$ cat config.mk
export PLATFORM = sky130hd
export DESIGN_NAME = if_fetch
export DESIGN_NICKNAME = d
export VERILOG_FILES = /design/src/rtl/if_fetch_pkg.sv /design/src/rtl/if_fetch.sv
export SDC_FILE = /design/constraint.sdc
export NUM_CORES = 1
export LEC_CHECK = 0
export CORE_ASPECT_RATIO = 0.5
export CORE_MARGIN = 4
export CORE_UTILIZATION = 45
export CTS_CLUSTER_DIAMETER = 100
export CTS_CLUSTER_SIZE = 24
export DETAILED_ROUTE_END_ITERATION = 7
export HOLD_SLACK_MARGIN = 0.12
export PLACE_DENSITY_LB_ADDON = 0.08
export SLEW_MARGIN = 15
export SYNTH_ARGS = -nofsm -noshare
export SYNTH_HDL_FRONTEND = slang
export SYNTH_SLANG_ARGS = --single-unit
$ cat constraint.sdc
create_clock -name clk_in -period 2.3 [get_ports clk_in]
set_input_delay 0.46 -clock clk_in [delete_from_list [all_inputs] [get_ports clk_in]]
set_output_delay 0.46 -clock clk_in [all_outputs]
set_load 0.01 [all_outputs]
$ cat src/rtl/if_fetch_pkg.sv
// Shared fetch-stage definitions: stall vector layout, NOP encodings, FSM states.
package if_fetch_pkg;

  localparam int ADDR_W  = 32;
  localparam int INS_W   = 32;
  localparam int STALL_W = 3;

  // Stall vector bit 0 is IF, bit 1 is ID, bit 2 is EX; IF/ID holds if ID or later stalls.
  localparam logic [STALL_W-1:0] STALL_IF        = 3'b001;
  localparam logic [STALL_W-1:0] STALL_MASK_IFID = 3'b110;

  localparam logic [ADDR_W-1:0] NOP_PC  = 32'h0000_0000;
  localparam logic [INS_W-1:0]  NOP_INS = 32'h0000_0013;

  typedef enum logic [1:0] {
    IDLE = 2'd0,
    REQ  = 2'd1,
    HOLD = 2'd2
  } if_state_t;

endpackage

$ cat src/rtl/if_fetch.sv
// Instruction-fetch stage: owns the fetch PC, issues word fetches and buffers
// one returned instruction for the IF/ID register.
module if_fetch
  import if_fetch_pkg::*;
#(
  parameter logic [31:0] RESET_PC = 32'h0000_0000,
  parameter logic [31:0] NOP_PC   = if_fetch_pkg::NOP_PC,
  parameter logic [31:0] NOP_INS  = if_fetch_pkg::NOP_INS,
  parameter int          STALL_W  = if_fetch_pkg::STALL_W
) (
  input  logic               clk_in,
  input  logic               rst_in,
  input  logic               rdy_in,
  input  logic [STALL_W-1:0] stall,
  input  logic               jump_en,
  input  logic [31:0]        jump_target,
  output logic               mem_req,
  output logic [31:0]        mem_addr,
  input  logic               mem_ready,
  input  logic [31:0]        mem_data,
  output logic [31:0]        if_pc,
  output logic [31:0]        if_ins,
  output logic               if_stall_req
);

  localparam logic [STALL_W-1:0] LP_MASK = STALL_W'(STALL_MASK_IFID);

  if_state_t   r_state;
  logic [31:0] r_fetch_pc;
  logic [31:0] r_pending_pc;
  logic        r_kill;
  logic [31:0] r_buf_pc;
  logic [31:0] r_buf_ins;

  logic        w_consume;

  assign w_consume = ((stall & LP_MASK) == '0);

  always_ff @(posedge clk_in or negedge rst_in) begin
    if (!rst_in) begin
      r_state      <= IDLE;
      r_fetch_pc   <= RESET_PC;
      r_pending_pc <= 32'h0000_0000;
      r_kill       <= 1'b0;
      r_buf_pc     <= NOP_PC;
      r_buf_ins    <= NOP_INS;
    end else if (rdy_in) begin
      case (r_state)
        IDLE: begin
          r_state <= REQ;
          if (jump_en) r_fetch_pc <= jump_target;
        end
        REQ: begin
          if (mem_ready) begin
            if (jump_en) begin
              r_fetch_pc <= jump_target;
              r_kill     <= 1'b0;
            end else if (r_kill) begin
              r_fetch_pc <= r_pending_pc;
              r_kill     <= 1'b0;
            end else begin
              r_buf_pc  <= r_fetch_pc;
              r_buf_ins <= mem_data;
              r_state   <= HOLD;
            end
          end else if (jump_en) begin
            // Keep mem_addr stable; the redirect is applied once the in-flight word returns.
            r_pending_pc <= jump_target;
            r_kill       <= 1'b1;
          end
        end
        HOLD: begin
          if (jump_en) begin
            r_buf_pc   <= NOP_PC;
            r_buf_ins  <= NOP_INS;
            r_fetch_pc <= jump_target;
            r_state    <= REQ;
          end else if (w_consume) begin
            r_fetch_pc <= r_fetch_pc + 32'd4;
            r_state    <= REQ;
          end
        end
        default: r_state <= IDLE;
      endcase
    end
  end

  assign mem_req      = (r_state == REQ);
  assign mem_addr     = r_fetch_pc;
  assign if_stall_req = (r_state != HOLD);
  assign if_pc        = (r_state == HOLD) ? r_buf_pc  : NOP_PC;
  assign if_ins       = (r_state == HOLD) ? r_buf_ins : NOP_INS;

endmodule

# Word level (Yosys, flattened, before mapping)
# Index checks and enable logic that the tools add are counted.
[totals]
output_inout_bits = 98
ff_bits = 131
elab_cells = 55
input_bits = 72
[classes]
n_reduce_logical = 10
mux = 27
addsub = 1
bitwise = 1
eq_ne = 10
[op_table]
columns = ["operator", "n"]
rows = [
  ["32-bit two-way mux", 16],
  ["32-bit case mux with 2 select lines", 2],
  ["32-bit case mux with 3 select lines", 1],
  ["32-bit by 3-bit adder with 32-bit output, second input constant", 1],
  ["6-bit AND reduction", 2],
  ["2-bit two-way mux", 5],
  ["2-bit != test, second input constant", 5],
  ["2-bit case mux with 3 select lines", 1],
  ["5-bit AND reduction", 1],
  ["4-bit AND reduction", 1],
  ["2-bit nonzero test", 2],
  ["3-bit zero test", 1],
  ["3-bit by 2-bit != test with 1-bit output, second input constant", 1],
  ["3-bit != test, second input constant", 1],
  ["3-bit AND reduction", 1],
  ["3-bit nonzero test", 1],
  ["2-bit by 1-bit equality test with 1-bit output, second input constant", 1],
  ["2-bit equality test, second input constant", 1],
  ["2-bit zero test", 1],
  ["1-bit two-way mux", 2],
  ["2-bit by 1-bit != test with 1-bit output, second input constant", 1],
  ["1-bit NOT", 1],
]

# Logic depth before layout (Yosys ltp)
# Gate-level depths: netlist of run 1.
[depth]
ltp_word = 4
depth_mapped = 10
ltp_nobuf = 7

# Worst setup path after synthesis of run 1
# Ideal clock, no wire load.
[synth_timing]
kind = "flip-flop to flip-flop"
start = "register r_fetch_pc[2], in the netlist mem_addr[2]"
end = "register r_fetch_pc[22], in the netlist mem_addr[22]"
synth_period_minus_slack_ps = 2286
path_slack_ps = 14
path_buffers = 0
stages_incl_launch_ff = 7
setup_ps = 87
required_time_ps = 2213
arrival_ps = 2200
cell_sequence = "dfrtp_1 ha_1 nand4_2 or3_1 or4_1 a31o_2 a211oi_2"
[synth_via]
elab_chain_len = 4
[synth_lines]
columns = ["item", "line_no", "source"]
rows = [
  ["start: declaration", "if_fetch.sv:29", "logic [31:0] r_fetch_pc;"],
  ["start signal: assignment", "if_fetch.sv:51", "if (jump_en) r_fetch_pc <= jump_target;"],
  ["start signal: assignment", "if_fetch.sv:56", "r_fetch_pc <= jump_target;"],
  ["start signal: assignment", "if_fetch.sv:59", "r_fetch_pc <= r_pending_pc;"],
  ["32-bit by 3-bit adder with 32-bit output", "if_fetch.sv:79", "r_fetch_pc <= r_fetch_pc + 32'd4;"],
  ["32-bit two-way mux", "if_fetch.sv:78", "end else if (w_consume) begin"],
  ["32-bit two-way mux", "if_fetch.sv:73", "if (jump_en) begin"],
  ["32-bit case mux with 3 select lines", "if_fetch.sv:48", "case (r_state)"],
]
# Every way passes these cells. The select of a mux whose other input is x is not followed.
# A chain may end at the register's enable or synchronous reset.

# Final worst setup path of run 1
[layout_timing]
start = "register r_state[1]"
end = "output port if_ins[23]"
[layout_via]
elab_chain_len = 2
[layout_lines]
columns = ["item", "line_no", "source"]
rows = [
  ["start: declaration", "if_fetch.sv:28", "if_state_t r_state;"],
  ["start signal: assignment", "if_fetch.sv:41", "r_state <= IDLE;"],
  ["start signal: assignment", "if_fetch.sv:50", "r_state <= REQ;"],
  ["start signal: assignment", "if_fetch.sv:64", "r_state <= HOLD;"],
  ["2-bit equality test", "if_fetch.sv:92", "assign if_ins = (r_state == HOLD) ? r_buf_ins : NOP_INS;"],
  ["32-bit two-way mux", "if_fetch.sv:92", ""],
  ["end: declaration", "if_fetch.sv:22", "output logic [31:0] if_ins,"],
]
# Every way passes these cells.

==> results of run 1 <==
## per-stage QoR
| step | hold WS [ns] | std cells |
|---|---|---|
| after CTS | 0.498 | 1063 |
| after detailed placement | 0.425 | 1026 |
| after floorplan | 0.164 | 655 |
| after global routing | 0.504 | 1065 |
| final | 0.497 | 1065 |
| after global placement | 0.428 | 1026 |
## synthesized netlist by cell type, drive strengths merged (4+ instances only)
cell	count	share of area [%]
a22o	65	8.5
xor2	4	0.52
o221ai	5	0.65
a221oi	8	1.0
dfrtp	128	48
nand2	28	1.7
and3	11	1.0
a31oi	7	0.65
o21ai	53	4.0
a32oi	4	0.52
buf	4	0.24
inv	11	0.62
nor2	36	2.0
ha	7	1.3
nor2b	4	0.37
nand3	14	1.1
a41oi	4	0.52
o2bb2ai	4	0.52
a22oi	8	0.90
and2	66	6.2
or3	4	0.39
clkbuf	52	2.9
a21oi	22	1.6
mux2	35	5.9
nand4	7	0.75
nand2b	5	0.47
nor3	10	0.75
## final cells by class
cell class / count / area [sq um] / area share (%)
Multi-Input combinational cell: 457 / 3210 / 33.4
Clock inverter: 11 / 77.6 / 0.808
Tap cell: 198 / 248 / 2.58
Inverter: 11 / 41.3 / 0.430
Clock buffer: 21 / 480 / 5.00
Timing Repair Buffer: 236 / 2260 / 23.6
Sequential cell: 131 / 3280 / 34.2
## worst max-delay path, stage by stage (launching register included)
cell and delay, ns:
dfrtp_2 0.45, ha_4 0.20, buf_4 0.14, buf_12 0.14, and2_1 0.14, dlygate4sd2_1 0.29
## layer usage
metal	global-route usage (%)	vias to the layer above
met5	0	-
met4	6.67	0
met3	5.34	23
met2	39.6	227
met1	35.0	3028
li1	-	2842
## state kept, by name, indices dropped and copies added (netlist names)
register,cells
mem_addr,32
r_buf_ins,32
r_buf_pc,32
r_kill,1
r_pending_pc,32
r_state,2
## power by group through the flow
stage / registers (mW) / logic [mW] / clock network [mW]
6_report: 4.04 / 5.89 / 2.53
5_1_grt: 4.15 / 6.43 / 2.67
4_1_cts: 4.01 / 5.87 / 2.57
3_5_place_dp: 4.04 / 5.75 / 0
3_3_place_gp: 4.01 / 5.60 / 0
2_1_floorplan: 4.03 / 3.02 / 0
## timing repair
action / 4_1_cts / 5_1_grt
setup endpoints to repair: 66 / 9
pin swaps: 0 / 1
gates cloned: 2 / 0
endpoints found under the hold margin: 40 / 0
setup buffers: 2 / 2
resized for setup: 88 / 16
hold buffers: 1 / 0
## cells by family after synthesis
logic type / count (synthesis)
AO/OA/AOI/OAI: 210
multiplexers: 36
buffers and inverters: 67
XOR/XNOR: 5
AND/OR/NAND/NOR: 199
adder cells (fa/ha/maj): 7
flip-flops: 131
## worst max path at each step
stage	end	slack, ns	cells past startpoint
after floorplan	mem_addr[22]$_DFFE_PN0P_	0.01	6
after global placement	mem_addr[0]$_DFFE_PN0P_	0.05	7
after detailed placement	mem_addr[0]$_DFFE_PN0P_	0.01	7
after CTS	if_pc[7]	-0.06	5
after global routing	if_pc[11]	-0.002	6
final	if_ins[23]	0.06	5
==> out/qor_table.md, run 1 <==
| Group | Quantity | Value |
|:---|:---|:---|
| run status | Status | complete, no violations |
| synthesis | Multiplexer share of the synthesized area | 6.03% |
| global routing | Number of antenna violations at the first check in global routing | 0 |
| synthesis | Seq cells post-synth | 131 |
| route | Violation count after the first detailed-routing iteration | 428 |
| floorplanning | Full die area | 17000 sq um |
| global routing | Overall track demand over capacity in global routing | 24.9% |
| sta | Post-Route Setup TNS | 0 ns |
| worst setup path | Startpoint of the worst register-to-register path | mem_addr[5]$_DFFE_PN0P_ |
| sta | Final worst setup slack | 0.0612 ns |
| sta | Time the worst path needs with I/O delays and setup | 2.24 ns |
| global routing | Overall overflow remaining after global route | 0 |
| pwr | Relative contribution of the clock network to total power | 20.3% |
| floorplanning | Width of the die | 181 microns |
| synthesis | Most instantiated flip-flop cell in the synthesis netlist | dfrtp_1 |
| route | Top metal layer carrying routed signals | met4 |
| route | Antenna-violating nets left | 0 |
| sta | Setup-violating endpoint count in the final report | 0 |
| floorplanning | Placeable core area | 14500 sq um |
| worst setup path | Highest fanout seen on the critical path | 21 |
| placement | Post-detail-place hpwl | 14300 microns |
| sta | Slew headroom | 69.9% |
| floorplanning | Height of the die | 94.3 microns |
| sta | Slew @ Worst Pin | 0.452 ns |
| pwr | Total power density per cell area | 1300 nW/um^2 |
| route | Total number of vias | 6120 |
| route | Met2 wire length | 9630 microns |
| route | Met1 wire length | 9880 microns |
| pwr | Psw | 4.69 mW |
| cts | Root buf cell | clkbuf_16 |
| cts | TritonCTS clock tree | yes |
| worst hold path | Hold wc startpoint | r_buf_ins[31]$_DFFE_PN0P_ |
| worst hold path | Number of cells traversed by the worst hold path | 1 |
| finish | Antenna diode count | 0 |
| placement | Post-placement worst setup slack | 0.0139 ns |
| finish | Share of cells above drive strength 1 | 19.3% |
| synthesis | Compound-gate portion of the synthesized area | 22.9% |
| finish | Post-layout net count | 933 |
| placement | Number of buffers added on ports | 168 |
| cts | Count of H-tree levels built during CTS | 4 |
| cts | Worst-Skew Late Latency | 0.41 ns |
| finish | Signed area change from the synthesized netlist to the final layout | 43.3% |
| worst hold path | Worst hold endpoint | r_buf_ins[31]$_DFFE_PN0P_ |
| cts | Number of clock sinks seen by CTS | 131 |
| synthesis | Unique cell type count in the Yosys netlist | 64 |
| synthesis | Sequential fraction of the synthesis area | 49.0% |
| synthesis | Xor/xnor cell area share of the yosys netlist | 0.653% |
| route | DR WL/cell | 19.7 microns |
| route | Total wire length | 21000 microns |
| synthesis | Net Count, Synth | 734 |
| worst setup path | Data required time of the critical path | 1.84 ns |
| flow run | Number of max-capacitance violations reported | 0 |
| pwr | Sequential share of power | 32.4% |
| synthesis | Largest family of logic cells by synthesized area | compound AO/OA/AOI/OAI gates |
| worst setup path | Arrival @ worst endpoint | 1.78 ns |
| placement | Area of placed instances | 9000 sq um |
| pwr | Internal power | 7.76 mW |
| route | DRC errors left | 0 |
| cts | Worst-path clk slew | 0.06 ns |
| synthesis | Simple-gate share of the synthesized area | 16.4% |
| floorplanning | Starting utilization of the core area | 46.2% |
| sta | Setup clock skew after layout | 0.0131 ns |
| floorplanning | Top-level I/O count | 170 |
| worst setup path | Worst setup EP type | output pin |
| global routing | Via count of the first global-routing pass | 6182 |
| floorplanning | Row Count | 31 |
| sta | Final number of hold-violating endpoints | 0 |
| worst setup path | Reg-to-reg setup timing slack | 0.11 ns |
| synthesis | Synth warn | 0 |
| finish | Fraction of the core area covered by cells at the end of the flow | 66.2% |
| placement | Weighted congestion at the end of routability-driven global placement | 0.814 |
| cts | Clock buffer depth | 2 |
| finish | Commonest non-fill, non-tap cell in the layout | dfrtp_1 |
| synthesis | Area of the mapped netlist | 6700 sq um |
| worst setup path | Cell depth of the worst flop-to-flop path | 5 |
| finish | Finished layout cell area | 9600 sq um |
| worst setup path | Source of the critical timing path | r_state[1]$_DFFE_PN0P_ |
| synthesis | Avg Cell Area, Syn | 10.2 sq um |
| sta | Peak Freq | 0.447 GHz |
| cts | Number of clock buffers inserted by TritonCTS | 17 |
| sta | Final-report max-slew violation count | 0 |
| route | Sum of met3 wire segment lengths after detailed routing | 1240 microns |
| pwr | Overall power after layout | 12.5 mW |
| worst setup path | Worst Setup Start Kind | register |
| global routing | Largest net degree at the start of global routing | 62 |
| route | First-pass detailed-route iteration total | 6 |
| synthesis | Share of synthesized registers carrying an async set or reset | 100% |
| worst setup path | Destination of the worst register-to-register timing path | mem_addr[25]$_DFFE_PN0P_ |
| finish | Commonest cells after routing, fill and taps aside | dfrtp_1, clkdlybuf4s50_1, and2_1, a22o_1, buf_4 |
| pwr | Combinational Power Share | 47.3% |
| global routing | Wire length of the first global-routing pass | 33800 microns |
| synthesis | Post-Synthesis Cells | 655 |
| worst hold path | Path class of the lowest-slack min-delay path | register to register |
| route | Vias per cell | 5.75 |
| worst setup path | Worst setup path category | register to output pin |
| pwr | Proportion of total power due to net switching | 37.7% |
| pwr | Maximum VDD drop | 0.580 mV |
| sta | Final period util | 97.3% |
| synthesis | Adder-cell share of the synthesized area | 1.31% |
| synthesis | Number of enable flip-flop cells after synthesis | 0 |
| finish | Count of filler cells inserted in the layout | 1174 |
| pwr | Leakage | 4.32 nW |
(Power assumes the default switching activity.)
==> inputs of run 2 (changes only) <==
Settings changed: HOLD_SLACK_MARGIN 0.12 to default.
==> results of run 2 <==
No change in the layout: final DEF, timing and power equal those of run 1.
